File: config.mk
export PLATFORM = sky130hd
export DESIGN_NAME = ahbl_splitter_n
export DESIGN_NICKNAME = d
export VERILOG_FILES = /design/src/rtl/ahbl_splitter_n.sv
export SDC_FILE = /design/constraint.sdc
export NUM_CORES = 1
export LEC_CHECK = 0
export CORE_AREA = 2 2 112 114
export DETAILED_ROUTE_END_ITERATION = 6
export DIE_AREA = 0 0 114 116
export GPL_TIMING_DRIVEN = 0
export PLACE_DENSITY_LB_ADDON = 0.1
export SYNTH_ARGS = -nofsm -noshare
export SYNTH_HDL_FRONTEND = slang
export SYNTH_SLANG_ARGS = --single-unit
File: constraint.sdc
create_clock -name HCLK -period 4.2 [get_ports HCLK]
set_clock_uncertainty 0.15 [all_clocks]
set_input_delay 1.26 -clock HCLK [delete_from_list [all_inputs] [get_ports HCLK]]
set_output_delay 1.26 -clock HCLK [all_outputs]
set_load 0.02 [all_outputs]
File: src/rtl/ahbl_splitter_n.sv
// AHB-Lite address decoder and response multiplexer with a built-in default
// slave and a per-transfer stall watchdog that fences off hung slaves.
module ahbl_splitter_n #(
   parameter int NUM_SLAVES     = 6,
   parameter int DEC_MSB        = 31,
   parameter int DEC_LSB        = 28,
   parameter logic [NUM_SLAVES*(DEC_MSB-DEC_LSB+1)-1:0] SLAVE_IDS =
      {4'h6, 4'h5, 4'h4, 4'h3, 4'h2, 4'h0},
   parameter int TIMEOUT_CYCLES = 255
) (
   input  logic                     HCLK,
   input  logic                     HRESETn,
   input  logic [31:0]              HADDR,
   input  logic [1:0]               HTRANS,
   input  logic                     HREADY,
   output logic                     HREADYOUT,
   output logic [31:0]              HRDATA,
   output logic                     HRESP,
   output logic [NUM_SLAVES-1:0]    S_HSEL,
   input  logic [NUM_SLAVES*32-1:0] S_HRDATA,
   input  logic [NUM_SLAVES-1:0]    S_HREADYOUT,
   input  logic [NUM_SLAVES-1:0]    S_HRESP,
   input  logic                     TIMEOUT_CLR,
   output logic                     TIMEOUT_FLAG,
   output logic [3:0]               TIMEOUT_IDX
);

   localparam int W  = DEC_MSB - DEC_LSB + 1;
   localparam bit WDOG_EN = (TIMEOUT_CYCLES > 0);
   localparam int CW = WDOG_EN ? $clog2(TIMEOUT_CYCLES + 1) : 1;
   localparam logic [CW-1:0] CNT_LAST = WDOG_EN ? CW'(TIMEOUT_CYCLES - 1) : '0;

   typedef enum logic [1:0] {ST_IDLE, ST_DATA, ST_ERR1, ST_ERR2} state_t;

   state_t                  state_reg, state_next;
   logic [NUM_SLAVES-1:0]   dsel_reg;
   logic                    ddef_reg;
   logic [CW-1:0]           cnt_reg, cnt_next;
   logic [NUM_SLAVES-1:0]   blocked_reg, blocked_next;
   logic                    flag_reg;
   logic [3:0]              idx_reg;

   logic [W-1:0]            dec_field;
   logic [NUM_SLAVES-1:0]   match, hit;
   logic                    any_hit, def_hit;
   logic [31:0]             rdata_terms [NUM_SLAVES];
   logic [31:0]             sel_rdata;
   logic                    sel_ready, sel_resp;
   logic [3:0]              dsel_idx;
   logic                    abort;
   logic                    addr_go;
   state_t                  launch_state;
   logic                    unused_bits;

   assign unused_bits = ^{HTRANS[0], HADDR};

   assign dec_field = HADDR[DEC_MSB:DEC_LSB];

   // A fenced-off slave never matches, so its accesses fall to the default slave.
   generate
      for (genvar gi = 0; gi < NUM_SLAVES; gi++) begin : g_slave
         assign match[gi]        = (dec_field == SLAVE_IDS[gi*W +: W]) && !blocked_reg[gi];
         assign rdata_terms[gi]  = S_HRDATA[gi*32 +: 32] & {32{dsel_reg[gi]}};
         assign blocked_next[gi] = (abort && dsel_reg[gi]) ||
                                   (blocked_reg[gi] &&
                                    !(S_HREADYOUT[gi] &&
                                      !(state_reg == ST_DATA && dsel_reg[gi])));
      end
   endgenerate

   always_comb begin
      hit     = '0;
      any_hit = 1'b0;
      for (int i = 0; i < NUM_SLAVES; i++) begin
         if (match[i] && !any_hit) begin
            hit[i]  = 1'b1;
            any_hit = 1'b1;
         end
      end
   end

   assign def_hit = !any_hit;
   assign S_HSEL  = hit;

   always_comb begin
      sel_rdata = '0;
      dsel_idx  = '0;
      for (int i = 0; i < NUM_SLAVES; i++) begin
         sel_rdata = sel_rdata | rdata_terms[i];
         if (dsel_reg[i]) dsel_idx = 4'(i);
      end
   end

   assign sel_ready = |(S_HREADYOUT & dsel_reg);
   assign sel_resp  = |(S_HRESP & dsel_reg);

   assign addr_go      = HREADY && HTRANS[1];
   assign launch_state = !addr_go ? ST_IDLE : (def_hit ? ST_ERR1 : ST_DATA);

   always_comb begin
      state_next = state_reg;
      cnt_next   = '0;
      abort      = 1'b0;
      HREADYOUT  = 1'b1;
      HRESP      = 1'b0;
      HRDATA     = '0;
      case (state_reg)
         ST_IDLE: state_next = launch_state;
         ST_DATA: begin
            HREADYOUT = sel_ready;
            HRESP     = sel_resp;
            HRDATA    = ddef_reg ? '0 : sel_rdata;
            if (sel_ready) begin
               state_next = launch_state;
            end else if (WDOG_EN && cnt_reg == CNT_LAST) begin
               abort      = 1'b1;
               state_next = ST_ERR1;
            end else if (WDOG_EN) begin
               cnt_next = cnt_reg + CW'(1);
            end
         end
         ST_ERR1: begin
            HREADYOUT  = 1'b0;
            HRESP      = 1'b1;
            state_next = ST_ERR2;
         end
         ST_ERR2: begin
            HRESP      = 1'b1;
            state_next = launch_state;
         end
         default: state_next = ST_IDLE;
      endcase
   end

   always_ff @(posedge HCLK) begin
      if (!HRESETn) begin
         state_reg   <= ST_IDLE;
         dsel_reg    <= '0;
         ddef_reg    <= 1'b0;
         cnt_reg     <= '0;
         blocked_reg <= '0;
         flag_reg    <= 1'b0;
         idx_reg     <= '0;
      end else begin
         state_reg   <= state_next;
         cnt_reg     <= cnt_next;
         blocked_reg <= blocked_next;
         if (HREADY) begin
            dsel_reg <= hit;
            ddef_reg <= def_hit && HTRANS[1];
         end
         // An abort in the same cycle as a clear request keeps the flag set.
         if (abort) begin
            flag_reg <= 1'b1;
            idx_reg  <= dsel_idx;
         end else if (TIMEOUT_CLR) begin
            flag_reg <= 1'b0;
         end
      end
   end

   assign TIMEOUT_FLAG = flag_reg;
   assign TIMEOUT_IDX  = idx_reg;

endmodule

==> key figures <==
Global routing
  • Total global routing overflow: 0
  • Initial antenna violation count: 1
  • Vias in the first global route: roughly 3,800
  • Global-route wire length before repair: 23.28 mm
  • Overall global routing resource usage: 0.2296
  • Largest net degree at the start of global routing: 15

Critical path
  • Critical Path Fanout Max: 7
  • Crit path kind: input pin to output port
  • CP peak stage delay: ~630 ps
  • R2R setup slack: 2170 ps
  • Critical path capture point type: output port
  • WP data arrival: 2780 ps
  • Worst setup SP type: input pin
  • Reg2Reg Capture Point: state_reg[0]
  • Worst path cell trace: clkdlybuf4s50_1 -> nand2b_1 -> nor4b_2 -> dlygate4sd1_1
  • WP data required: about 2800 ps
  • Slowest-stage cell, CP: clkdlybuf4s50_1
  • R2R depth: 7
  • RR Startpoint: dsel_reg[1]

Placement
  • Dpl hpwl: 13.12 mm
  • IO buf count: around 260
  • GPL Wtd Cong: roughly 0.86

Yosys
  • Post-synthesis sequential area ratio: 0.2195
  • Synth cell types: 45
  • Synth Cell Area: 2462 um^2
  • Post-synthesis adder-cell area fraction: 0.03049
  • Post-Syn Instances: 316
  • Post-synthesis average cell area: just under 8 um^2
  • Share of synthesized area spent on multiplexers: 0.03354
  • Post-synth ARST share: 0
  • Post-Synth Simple-Gate Area: 0.1316
  • Number of synthesized flops with an enable pin: 0
  • Largest family of logic cells by synthesized area: compound AO/OA/AOI/OAI gates
  • Post-synth net total: roughly 560
  • YS warnings: 0
  • Seq cells post-synth: 27
  • Post-Synth XOR/XNOR Area: 0.02134
  • Post-synthesis compound-gate area fraction: 0.4812
  • Ys flop type: dfxtp_1

Pwr
  • Leak pwr: around 1.7 nW
  • Pwr/cell area: 158.2 nW/um^2
  • VDD IR-drop max: 0.0001349 V

Hold path
  • Hold Crit Endpoint: TIMEOUT_IDX[1]
  • HP Start: TIMEOUT_IDX[1]
  • WHS Path Cells: 2
  • Hold Path Class: flop to flop

Clock tree
  • Total CTS buffers: 3
  • CTS tree: yes
  • Clock root cell: clkbuf_16
  • Clock Pin Slew Worst Setup and Hold Paths: ~70 ps
  • CTS Buffer Depth: 2
  • Sink Count: 27
  • H-tree depth: 1
  • CTS hold repair buffers: 0
  • Worst-Skew Late Latency: between 200 and 300 ps

Floorplan
  • IO Pins: 287
  • Height of the chip: approximately 120 um
  • Starting Density: 0.2067
  • Row cnt: 40
  • Die area: 13,220 um^2
  • Chip Width: 114 um
  • Core ar.: 11,910 um^2

Final layout
  • Largest register FFs: 8
  • Final Net Count: 827
  • Synth-to-Final Area Change: 115.7%
  • Final core occ: 0.4459
  • Share of cells above drive strength 1: 0.04844

STA
  • Min Hold Slack: 335.3 ps
  • Final setup vio count: 0
  • Final period util: 0.9973
  • Max_slew headroom: 0.5343
  • Setup TNS after final layout: 0 ps
  • Min Tclk post-route: 4189 ps
  • Slew Limit Fails: 0
  • Unrepaired setup endpoints after global routing: yes
  • FMAX: 238.7 MHz
  • Hold Violations, Final: 0
  • Slew @ Worst Pin: 698.6 ps

Drt
  • DR iter-0 viols: ~170
  • Final antenna-violating net count: 0
  • Routed WL per cell: 22.44 um
  • DR pass1 iterations: 4
  • Routed vias/inst: 5.191
  • Via count: around 3,800
  • DRC: 0
  • Final wirelength: roughly 16 mm

Run
  • Max Cap Viol: 0

Outcome
  • Status: complete, no violations
[worst max path at each step]
stage,from,to,slack (ps)
2_1_floorplan,HADDR[28],S_HSEL[0],540
3_3_place_gp,S_HREADYOUT[1],HREADYOUT,-520
3_5_place_dp,S_HREADYOUT[1],HREADYOUT,-530
4_1_cts,S_HREADYOUT[2],HREADYOUT,-40
5_1_grt,HADDR[30],S_HSEL[3],-50
6_report,HADDR[30],S_HSEL[4],10
[logic make-up (layout without fill, tap and decap cells)]
group / Yosys count / after routing
AO/OA/AOI/OAI: 165 / 165
AND/OR/NAND/NOR: 60 / 60
buffers and inverters: 43 / 305
flip-flops: 27 / 27
multiplexers: 8 / 8
adder cells (fa/ha/maj): 6 / 6
XOR/XNOR: 6 / 6
other: 1 / 2
[critical path: cells and delay by family]
kind / cells / cell delay, ps
buffers and inverters: 2 / 1000
AND/OR/NAND/NOR: 2 / 510
[cells in the mapped netlist, drive strengths merged, types with 2 or more instances]
cell     number  area [um^2]
a22oi       106        795.8
a31oi        33        206.5
dfxtp        27        540.5
clkbuf       23        86.33
nor2         19        71.32
buf          12        82.56
inv           8        30.03
nand2         8        30.03
a21oi         7        35.03
ha            6        75.07
mux2i         6        60.06
nand3b        6        45.04
o21ai         5        25.02
xor2          5        43.79
nand2b        4        25.02
nand3         4        25.02
nor4          4        25.02
and4          3        26.28
nand4         3        18.77
nor2b         3        18.77
o31ai         3        27.52
mux2          2        22.52
nor3          2        10.01
o2111ai       2        17.52
[stage by stage]
step           total power, mW  cells  setup WS, ps  instance area, um^2
2_1_floorplan           0.3670    316         542.0                 2462
3_3_place_gp            0.6156    718        -516.6                 5199
3_5_place_dp            0.6200    718        -531.2                 5199
4_1_cts                 0.8354    722        -42.16                 5275
5_1_grt                 0.8761    725        -53.13                 5309
6_report                0.8400    726         11.41                 5311
[timing repair]
item / in CTS / in global routing
resized for setup: 14 / 16
hold endpoints to repair: 0 / 0
pin swaps: 2 / 2
setup buffers: 0 / 4
endpoints found under the setup margin: 8 / 23
[area by class of cell]
class / instances / area, um^2
fill: 1232 / 6600
timing repair buffer: 259 / 2571
multi-input combinational: 246 / 1742
sequential: 27 / 540.5
tap: 147 / 183.9
buffer: 34 / 162.7
clock buffer: 4 / 78.83
inverter: 8 / 30.03
antenna: 1 / 2.502
[cells in the final DEF (no fill, tap or decap), drive strengths merged, types with 7 or more instances in the layout]
cell,synthesis,layout
inv,8,8
buf,12,14
a31oi,33,33
a22oi,106,106
nor2,19,19
dfxtp,27,27
clkdlybuf4s50,0,244
nand2,8,8
clkbuf,23,30
a21oi,7,7
[per-layer routing]
metal | vias up | GRT usage | share of wire
met5 | - | 0 | 0
met4 | 0 | 0.06341 | 0.026
met2 | 147 | 0.4198 | 0.50
met3 | 25 | 0.05805 | 0.074
met1 | 1789 | 0.2660 | 0.40
li1 | 1808 | - | -
[report_power, final]
group	switching [mW]	total, mW	internal, mW
clock	0.0914	0.222	0.130
combinational	0.127	0.353	0.225
sequential	0.00470	0.266	0.261
total	0.223	0.840	0.617
Power figures use the tool's default switching activity.
